**config.mk**
```make
export PLATFORM = sky130hd
export DESIGN_NAME = frame_rx_flat
export DESIGN_NICKNAME = d
export VERILOG_FILES = /design/src/rtl/frame_rx_if.sv /design/src/rtl/frame_rx.sv /design/src/flat_wrapper.sv
export SDC_FILE = /design/constraint.sdc
export NUM_CORES = 1
export LEC_CHECK = 0
export ABC_CLOCK_PERIOD_IN_PS = 6100
export BUFFER_PORTS_ARGS = -buffer_cell sky130_fd_sc_hd__clkbuf_2
export CAP_MARGIN = 30
export CORE_MARGIN = 5
export CORE_UTILIZATION = 62
export DETAILED_ROUTE_END_ITERATION = 8
export HOLD_SLACK_MARGIN = 0.03
export PLACE_DENSITY = 0.9
export SYNTH_ARGS = -nofsm -noshare
export SYNTH_HDL_FRONTEND = slang
export SYNTH_SLANG_ARGS = --single-unit
```
**constraint.sdc**
```tcl
create_clock -name clk -period 6.1 [get_ports clk]
set_input_delay 1.22 -clock clk [delete_from_list [all_inputs] [get_ports clk]]
set_output_delay 1.22 -clock clk [all_outputs]
set_load 0.05 [all_outputs]
```
**src/rtl/frame_rx_if.sv**
```systemverilog
// rtl/frame_rx_if.sv - serial line and result bus between frame transmitter and frame_rx
interface frame_rx_if #(
  parameter int DATA_W = 128
);
  logic                  rx;
  logic [DATA_W/2-1:0]   sayi1;
  logic [DATA_W/2-1:0]   sayi2;
  logic [7:0]            rx_checksum;
  logic                  frame_valid;
  logic                  chk_err;
  logic                  hdr_err;
  logic                  busy;

  modport master (
    output rx,
    input  sayi1, sayi2, rx_checksum, frame_valid, chk_err, hdr_err, busy
  );

  modport slave (
    input  rx,
    output sayi1, sayi2, rx_checksum, frame_valid, chk_err, hdr_err, busy
  );
endinterface

```
**src/rtl/frame_rx.sv**
```systemverilog
// rtl/frame_rx.sv - bit-serial frame receiver: start, header, payload, checksum, LSB first
// Optional RX_SYNC_EN: 2-FF input synchronizer on rx, shifting all timings by +2 cycles.
module frame_rx #(
  parameter logic [15:0] HEADER = 16'hBACD,
  parameter int          DATA_W = 128
) (
  input  logic       clk,
  input  logic       rst_n,
  frame_rx_if.slave  bus
);
  localparam int HALF  = DATA_W / 2;
  localparam int CNT_W = ($clog2(DATA_W) > 4) ? $clog2(DATA_W) : 4;

  typedef enum logic [1:0] {IDLE, HDR, DATA, CHK} state_t;

  state_t              state_q;
  logic [CNT_W-1:0]    cnt_q;
  logic [15:0]         hdr_q;
  logic [DATA_W-1:0]   payload_q;
  logic [7:0]          chk_q;
  logic [HALF-1:0]     sayi1_q;
  logic [HALF-1:0]     sayi2_q;
  logic [7:0]          rx_checksum_q;
  logic                frame_valid_q;
  logic                chk_err_q;
  logic                hdr_err_q;
  logic                rx_s;

`ifdef RX_SYNC_EN
  logic [1:0] sync_q;
  always_ff @(posedge clk or negedge rst_n) begin
    if (!rst_n) sync_q <= 2'b11;
    else        sync_q <= {sync_q[0], bus.rx};
  end
  assign rx_s = sync_q[1];
`else
  assign rx_s = bus.rx;
`endif

  // Words as they will look once the bit being sampled this edge is shifted in.
  logic [15:0] hdr_word_d;
  logic [7:0]  chk_byte_d;
  logic [7:0]  chk_exp_d;
  always_comb begin
    hdr_word_d = {rx_s, hdr_q[15:1]};
    chk_byte_d = {rx_s, chk_q[7:1]};
    chk_exp_d  = payload_q[HALF+7:HALF] + payload_q[7:0] + hdr_q[7:0];
  end

  always_ff @(posedge clk or negedge rst_n) begin
    if (!rst_n) begin
      state_q       <= IDLE;
      cnt_q         <= '0;
      hdr_q         <= '0;
      payload_q     <= '0;
      chk_q         <= '0;
      sayi1_q       <= '0;
      sayi2_q       <= '0;
      rx_checksum_q <= '0;
      frame_valid_q <= 1'b0;
      chk_err_q     <= 1'b0;
      hdr_err_q     <= 1'b0;
    end else begin
      frame_valid_q <= 1'b0;
      chk_err_q     <= 1'b0;
      hdr_err_q     <= 1'b0;
      case (state_q)
        IDLE: begin
          if (!rx_s) begin
            state_q <= HDR;
            cnt_q   <= '0;
          end
        end
        HDR: begin
          hdr_q <= hdr_word_d;
          if (cnt_q == CNT_W'(15)) begin
            cnt_q <= '0;
            if (hdr_word_d != HEADER) begin
              hdr_err_q <= 1'b1;
              state_q   <= IDLE;
            end else begin
              state_q   <= DATA;
            end
          end else begin
            cnt_q <= cnt_q + CNT_W'(1);
          end
        end
        DATA: begin
          payload_q <= {rx_s, payload_q[DATA_W-1:1]};
          if (cnt_q == CNT_W'(DATA_W - 1)) begin
            cnt_q   <= '0;
            state_q <= CHK;
          end else begin
            cnt_q <= cnt_q + CNT_W'(1);
          end
        end
        CHK: begin
          chk_q <= chk_byte_d;
          if (cnt_q == CNT_W'(7)) begin
            cnt_q         <= '0;
            rx_checksum_q <= chk_byte_d;
            state_q       <= IDLE;
            if (chk_byte_d == chk_exp_d) begin
              sayi1_q       <= payload_q[DATA_W-1:HALF];
              sayi2_q       <= payload_q[HALF-1:0];
              frame_valid_q <= 1'b1;
            end else begin
              chk_err_q     <= 1'b1;
            end
          end else begin
            cnt_q <= cnt_q + CNT_W'(1);
          end
        end
        default: state_q <= IDLE;
      endcase
    end
  end

  assign bus.sayi1       = sayi1_q;
  assign bus.sayi2       = sayi2_q;
  assign bus.rx_checksum = rx_checksum_q;
  assign bus.frame_valid = frame_valid_q;
  assign bus.chk_err     = chk_err_q;
  assign bus.hdr_err     = hdr_err_q;
  assign bus.busy        = (state_q != IDLE);
endmodule

```
**src/flat_wrapper.sv**
```systemverilog
// flat-port wrapper written by rule: the top's interface ports become plain ports
module frame_rx_flat 
#(
  parameter logic [15:0] HEADER = 16'hBACD,
  parameter int          DATA_W = 128
)
  (clk, rst_n, bus_rx, bus_sayi1, bus_sayi2, bus_rx_checksum, bus_frame_valid, bus_chk_err, bus_hdr_err, bus_busy);
  frame_rx_if #(.DATA_W(DATA_W)) bus_i ();
  input  logic clk;
  input  logic rst_n;
  input wire logic [$bits(bus_i.rx)-1:0] bus_rx;
  output wire logic [$bits(bus_i.sayi1)-1:0] bus_sayi1;
  output wire logic [$bits(bus_i.sayi2)-1:0] bus_sayi2;
  output wire logic [$bits(bus_i.rx_checksum)-1:0] bus_rx_checksum;
  output wire logic [$bits(bus_i.frame_valid)-1:0] bus_frame_valid;
  output wire logic [$bits(bus_i.chk_err)-1:0] bus_chk_err;
  output wire logic [$bits(bus_i.hdr_err)-1:0] bus_hdr_err;
  output wire logic [$bits(bus_i.busy)-1:0] bus_busy;
  assign bus_i.rx = bus_rx;
  assign bus_sayi1 = bus_i.sayi1;
  assign bus_sayi2 = bus_i.sayi2;
  assign bus_rx_checksum = bus_i.rx_checksum;
  assign bus_frame_valid = bus_i.frame_valid;
  assign bus_chk_err = bus_i.chk_err;
  assign bus_hdr_err = bus_i.hdr_err;
  assign bus_busy = bus_i.busy;
  frame_rx #(.HEADER(HEADER), .DATA_W(DATA_W)) u_core (.clk(clk), .rst_n(rst_n), .bus(bus_i));
endmodule
```
; ---- Word-level counts from Yosys, hierarchy flattened
; Index checks and enable logic that the tools add are counted.
[op_classes]
addsub = 3
eq_ne = 12
mux = 20
n_reduce_logical = 5
[op_table]
columns = operator, count
row1 = 2-to-1 mux 7 bit, 4
row2 = case mux 7 bit (4 select lines), 1
row3 = adder 8 bit, 2
row4 = != test 16 bit (second input constant), 1
row5 = 2-to-1 mux 2 bit, 5
row6 = 2-to-1 mux 1 bit, 9
row7 = == test 8 bit, 1
row8 = case mux 2 bit (4 select lines), 1
row9 = adder 7 x 1 -> 7 bit (second input constant), 1
row10 = == test 7 x 3 -> 1 bit (second input constant), 1
row11 = == test 7 x 4 -> 1 bit (second input constant), 1
row12 = == test 7 bit (second input constant), 1
row13 = != test 2 x 1 -> 1 bit (second input constant), 3
row14 = == test 2 bit (second input constant), 2
row15 = AND reduction 4 bit, 1
row16 = AND reduction 3 bit, 1
row17 = == test 2 x 1 -> 1 bit (second input constant), 1
row18 = logical NOT 2 bit, 1
row19 = != test 2 bit (second input constant), 1
row20 = AND reduction 2 bit, 1
row21 = nonzero test 2 bit, 1
[word_totals]
ff_bits = 300
wordCells = 51

; ---- Longest topological paths before layout
; Gate-level depths: netlist (run 1).
[logic_depth]
word_depth = 6
mapped_depth = 13
mapped_depth_nobuf = 11

; ---- Worst setup path before layout (run 1)
; Ideal clock, no wire load.
[synth_timing]
path_type = register -> register
from = reg u_core.payload_q[1]
to = reg u_core.sayi1_q[1] (netlist: u_core.bus.sayi1[1])
setup_time_ps = 127
t_arrival_ps = 3215
t_required_ps = 5973
path_slack_ps = 2758
path_stages_with_launch = 12
n_path_buf = 2
period_less_slack_ps = 3342
path_cell_list = dfrtp_1 fa_1 ha_1 fa_1 xnor2_1 xnor2_1 nor4_1 nand3_1 nor4_4 buf_8 buf_12 mux2_1
[synth_between]
elab_chain_len = 4
[synth_lines]
columns = element, line_no
row1 = from (decl), frame_rx.sv:19  ; logic [DATA_W-1:0] payload_q;
row2 = from (signal assigned), frame_rx.sv:89  ; payload_q <= {rx_s, payload_q[DATA_W-1:1]};
row3 = adder 8 bit (2 in a row), frame_rx.sv:47  ; chk_exp_d = payload_q[HALF+7:HALF] + payload_q[7:0] + hdr_q[7:0];
row4 = == test 8 bit, frame_rx.sv:103  ; if (chk_byte_d == chk_exp_d) begin
row5 = AND reduction 3 bit (no source line), -
row6 = to (signal assigned), frame_rx.sv:104  ; sayi1_q <= payload_q[DATA_W-1:HALF];
row7 = to (decl), frame_rx.sv:21  ; logic [HALF-1:0] sayi1_q;
; Every way passes these cells.
; A chain may end at the register's enable or synchronous reset.

; ---- Final worst setup path (run 1)
[layout_timing]
from = reg u_core.payload_q[65]
to = reg u_core.sayi1_q[39] (netlist: u_core.bus.sayi1[39])
; Same word-level chain as after synthesis.

==> results of run 1 <==
area by class of cell:
cell class                 count  area (µm²)  area share (%)
clock inverter                14         298            2.16
tap                          234         293            2.13
clock buffer                  41         843            6.12
inverter                       8        30.0           0.218
sequential                   299        7480            54.3
multi-input combinational    388        4040            29.3
timing repair buffer         148         791            5.74
logic make-up after synthesis:
logic type,after synthesis
adders and majority gates,15
AOI/OAI and AO/OA,26
xor gates and xnor gates,18
and+or+nand+nor,43
muxes,286
DFF,299
buffers and inverters,43
flip-flops by register name (all words and copies together), names as in the netlist, named ones only:
register / flops
u_core.chk_q: 7
u_core.state_q: 1
u_core.bus.chk_err: 1
u_core.bus.sayi2: 64
u_core.cnt_q: 7
u_core.bus.frame_valid: 1
u_core.bus.hdr_err: 1
u_core.bus.rx_checksum: 8
u_core.payload_q: 128
u_core.hdr_q: 16
u_core.bus.sayi1: 64
critical path, cell delays in order, from the launching register on:
cell     delay [ns]
dfrtp_1        0.44
fa_1           0.48
ha_1           0.25
fa_1           0.42
xnor2_1        0.22
xnor2_1        0.08
nor4_1         0.30
nand3_1        0.22
nor4_4         0.40
buf_12         0.49
mux2_1         0.40
path summary, 6_finish.rpt:
path	from	to	cells after the start
setup / recovery	u_core.payload_q[65]$_DFFE_PN0P_	u_core.bus.sayi1[39]$_DFFE_PN0P_	10
hold / removal	u_core.bus.sayi2[20]$_DFFE_PN0P_	u_core.bus.sayi2[20]$_DFFE_PN0P_	1
setup reg to reg	u_core.payload_q[65]$_DFFE_PN0P_	u_core.bus.sayi1[39]$_DFFE_PN0P_	10
hold reg to reg	u_core.bus.sayi2[20]$_DFFE_PN0P_	u_core.bus.sayi2[20]$_DFFE_PN0P_	1
max in group asynchronous	rst_n	u_core.payload_q[49]$_DFFE_PN0P_	2
min in group asynchronous	rst_n	u_core.payload_q[20]$_DFFE_PN0P_	1
per-stage QoR:
step / setup slack [ns] / utilization [%] / cell area [µm²] / cells / hold slack, ns
after global placement: 2.37 / 67.3 / 12600 / 1077 / 0.467
after detailed placement: 2.18 / 67.3 / 12600 / 1077 / 0.474
after floorplan: 2.76 / - / 11900 / 730 / 0.464
final: 2.16 / 73.4 / 13800 / 1132 / 0.481
after global routing: 1.97 / 73.4 / 13800 / 1132 / 0.500
after CTS: 2.16 / 73.4 / 13800 / 1132 / 0.487
routing by layer:
layer	vias up	share of wire (%)	track usage, %
met5	-	0	0
met4	0	1.7	4.43
met3	32	4.8	3.26
met2	124	51	33.4
met1	3277	43	26.4
li1	2863	-	-
synthesized netlist by cell type (all sizes together) (2+ instances only):
library cell / number / area (µm²)
a21oi: 3 / 15.0
nor4: 3 / 33.8
nor3: 2 / 10.0
o31ai: 2 / 15.0
nand2: 14 / 52.6
mux2: 286 / 3220
nor2: 7 / 26.3
buf: 16 / 256
fa: 8 / 160
dfrtp: 299 / 7480
clkbuf: 19 / 71.3
ha: 7 / 87.6
a21o: 2 / 15.0
nand3: 4 / 20.0
xnor2: 13 / 114
xor2: 5 / 43.8
inv: 8 / 30.0
nor2b: 3 / 18.8
o21ai: 14 / 70.1
and4b: 2 / 20.0
nor4bb: 3 / 30.0
where the power goes:
part           internal, W  total, W  switching (W)
registers          0.00206   0.00213      0.0000737
clock network      0.00134   0.00207       0.000729
logic             0.000162  0.000359       0.000196
==> flow_metrics.tcl, run 1 <==
set metrics [dict create \
    die_area_um2 22000 \
    synth.cell_area_um2 11900 \
    synth_xor_area_share_pct 1.33 \
    grt_pass1_vias 6840 \
    dp_hpwl_mm 13.2 \
    antenna_left 0 \
    synth_top_family_by_area "multiplexers" \
    drc 0 \
    crit_path_end_kind "register" \
    port_buffers 142 \
    antenna_found_initial 0 \
    core_um2 18800 \
    routabilityCongestion 0.750 \
    routed-via-count 6296 \
    slew_headroom_pct 37.7 \
    initial_utilization_pct 63.3 \
    hold_violations 0 \
    crit_path_start_kind "register" \
    clkLatencyLatePin_ns 0.53 \
    cp.arrival_ns 4.35 \
    ir_worst_vdd_v 0.000239 \
    synthAdderAreaFrac_pct 2.09 \
    layout_common_cells "dfrtp_1, mux2_2, clkbuf_2" \
    yosys.area_share.simple_pct 2.13 \
    yosysWarnings 0 \
    clk_pin_slew_ns 0.06 \
    drv_slew 0 \
    rows 50 \
    grtUsageTotal_pct 19.4 \
    fill_cells 1183 \
    final_net_count 893 \
    synth_compound_area_share_pct 1.30 \
    grt_pass1_wl_mm 35.5 \
    finalSetupViolations 0 \
    synthCells 730 \
    crit_fanout 114 \
    areaGrowthSynthToFinish_pct 16.0 \
    clock_path_buffers 3 \
    rsz0062_at_grt "false" \
    critPathRequiredTime_ns 6.51 \
    fin_setup_tns_ns 0 \
    tightestPinTransition_ns 0.934 \
    holdBufCountCts 0 \
    min_period_ns 3.94 \
    drv_cap 0 \
    clock-sinks 299 \
    fin_crit_sh_pct 64.6 \
    cts_setup_buffers 0 \
    p_total_w 0.00456 \
    synth_area_per_cell_um2 16.3 \
    post_cts_resize_count 0 \
    die_h_um 148 \
    synth_cell_types 36 \
    layout_commonest_cell "dfrtp_1" \
    fmax_ghz 0.254 \
    synth_mux_area_share_pct 27.1 \
    status "finished, final reports clean" \
    io_pins 143 \
    htreeDepth 1 \
    drt_wl_total_mm 20.6 \
    postSynth.asyncResetShare_pct 100 \
    avgViaCountPerCell 5.56 \
    synth-seq-cells 299 \
    synth_seq_area_share_pct 63.0 \
    critPathKind "reg -> reg" \
    drtPass1Iterations 4 \
    ys.flop_type "dfrtp_1" \
    synth_fp_nets 748 \
    r2r_slack_ns 2.16 \
    final.setup_skew_ns 0.0110 \
    synth_edf_count 0 \
    numCtsBuffers 30 \
    cts_tree "done" \
    die_width_um 148 \
    grt_max_degree 144 \
    power.density_nw_per_um2 331 \
    diodes 0 \
    grt_overflow_total 0 \
    drt_iter0_drc 230 \
    drive_above_1_share_pct 39.9 \
    p_leak_nw 7.46 \
    wl_per_cell_um 18.2 \
    hold_path.class "reg -> reg" \
    cts-root-buf "clkbuf_16" \
]
Power figures use the tool's default switching activity.
==> inputs of run 2 (changes only) <==
- ABC_CLOCK_PERIOD_IN_PS: 6100 -> 3500
- CORE_UTILIZATION: 62 -> 52
- PLACE_DENSITY: 0.9 -> 0.81
- clock period: 6.1 -> 3.5 ns (I/O delays scaled with it)
==> run 2 against run 1 <==
- critical path depth rose by 2
- fmax increased by 14%
- clock-buffer cell count grew 6
- worst setup slack lost 2.1 ns
- largest power group unchanged
- highest routed layer unchanged
==> flow_metrics.tcl, run 2 (synthesis results as in run 1) <==
set metrics [dict create \
    ir_worst_vdd_v 0.000345 \
    die_width_um 161 \
    wl_per_cell_um 18.4 \
    rsz0062_at_grt "true" \
    status "finished, final reports clean" \
    hold_violations 0 \
    routed-via-count 6414 \
    port_buffers 142 \
    crit_path_end_kind "register" \
    r2r-start "u_core.hdr_q[1]$_DFFE_PN0P_" \
    drive_above_1_share_pct 49.2 \
    initial_utilization_pct 52.6 \
    hold_path.class "in -> async" \
    tightestPinTransition_ns 0.846 \
    critical-path-max-stage-delay_ns 0.50 \
    layout_setup_ws_ns 0.0357 \
    clkLatencyLatePin_ns 0.55 \
    drt_iter0_drc 202 \
    seq_area_um2 7480 \
    layout_common_cells "dfrtp_1, mux2_2, clkbuf_2" \
    crit_fanout 5 \
    crit_path_start_kind "register" \
    drv_slew 0 \
    worstSetupStartpoint "u_core.hdr_q[1]$_DFFE_PN0P_" \
    layout_commonest_cell "dfrtp_1" \
    diodes 0 \
    antenna_found_initial 0 \
    final_util_pct 63.9 \
    multiInputGateArea_um2 4310 \
    largest_register_ff_count 128 \
    die_area_um2 26000 \
    antenna_left 0 \
    drv_cap 0 \
    dp_cells 1144 \
    cts-root-buf "clkbuf_16" \
    cts_tree "done" \
    critPathRequiredTime_ns 3.93 \
    fill_cells 1605 \
    grt_pass1_vias 6904 \
    drt_wl_total_mm 22.3 \
    r2r_cells 12 \
    top_register "u_core.payload_q" \
    stdcell_count 1214 \
    power.density_nw_per_um2 525 \
    grtUsageTotal_pct 16.8 \
    critPathKind "reg -> reg" \
    min_period_ns 3.46 \
    r2r_slack_ns 0.04 \
    cpMaxStageDelayCell "fa_1" \
    numCtsBuffers 30 \
    areaGrowthSynthToFinish_pct 21.5 \
    finalSetupViolations 0 \
    r2r_end "u_core.bus.sayi2[3]$_DFFE_PN0P_" \
    crit_chain "fa_1 -> ha_2 -> fa_2 -> xnor2_2 -> xnor2_1 -> nor4_2 -> nand3_1 -> nor4_4 -> buf_6 -> bufbuf_16 -> buf_4 -> mux2_1" \
    slew_headroom_pct 43.6 \
    p_leak_nw 7.60 \
    fin_hold_ws_ns 0.135 \
    die_h_um 161 \
    final_net_count 924 \
    rows 55 \
    drtPass1Iterations 4 \
    grt_overflow_total 0 \
    clock_path_buffers 3 \
    io_pins 143 \
    avgViaCountPerCell 5.28 \
    core_um2 22600 \
    final.setup_skew_ns 0.00863 \
    fin_setup_tns_ns 0 \
    holdBufCountCts 0 \
    clk_pin_slew_ns 0.06 \
    fmax_ghz 0.289 \
    grt_pass1_wl_mm 36.2 \
    grt_max_degree 87 \
    dpl_worst_slack_ns -0.107 \
    fin_crit_sh_pct 99.0 \
    clock-sinks 299 \
    htreeDepth 1 \
    drc 0 \
    dp_hpwl_mm 13.8 \
    routabilityCongestion 0.742 \
    cp.arrival_ns 3.89 \
]
## run 2: timing repair
| action | in CTS | in global routing |
|---|---|---|
| endpoints found under the setup margin | 120 | 128 |
| pin swaps | 8 | 4 |
| buffers inserted | 6 | 3 |
| cloned | 1 | 5 |
| resized for setup | 14 | 67 |
## run 2: metrics by stage
step	total power (W)	instance area, µm²
3_5_place_dp	0.00440	12900
2_1_floorplan	0.00420	11900
6_report	0.00757	14400
3_3_place_gp	0.00438	12900
4_1_cts	0.00763	14000
5_1_grt	0.00790	14400
## run 2: metal layers
metal	GRT usage (%)	share of wire, %	wire, µm
met1	22.4	44	9800
met4	4.46	1.7	383
met5	0	0	0
met3	3.29	4.0	884
met2	28.5	50	11300
## run 2: power breakdown
part	switching (W)	internal, W	leakage (nW)
logic	0.000358	0.000318	2.98
clock network	0.00129	0.00190	0.493
registers	0.000115	0.00359	4.13
total	0.00177	0.00580	7.60
## run 2: how the worst max path moves through the flow
stage | end | slack (ns) | depth (start not counted)
4_1_cts | u_core.bus.sayi2[33]$_DFFE_PN0P_ | -0.03 | 10
5_1_grt | u_core.bus.sayi1[30]$_DFFE_PN0P_ | -0.05 | 12
2_1_floorplan | u_core.bus.sayi1[1]$_DFFE_PN0P_ | 0.16 | 11
3_3_place_gp | u_core.bus.sayi2[43]$_DFFE_PN0P_ | 0.03 | 11
3_5_place_dp | u_core.bus.sayi2[44]$_DFFE_PN0P_ | -0.11 | 11
6_report | u_core.bus.sayi2[3]$_DFFE_PN0P_ | 0.04 | 12
## run 2: layout make-up
class                   instances  share of cell area [%]
flip-flops and latches        299                    51.9
inverters                       8                   0.208
well taps                     285                    2.47
repair buffers                179                    8.67
clock buffers                  47                    6.20
clock inverters                 8                   0.728
multi-input cells             388                    29.9
## run 2: critical path, delay by kind of cell (launching register included)
kind | cells | cell delay, ns
muxes | 1 | 0.31
and+or+nand+nor | 3 | 0.73
adders and majority gates | 3 | 1.07
DFF | 1 | 0.40
xor gates and xnor gates | 2 | 0.29
buffers and inverters | 3 | 0.54
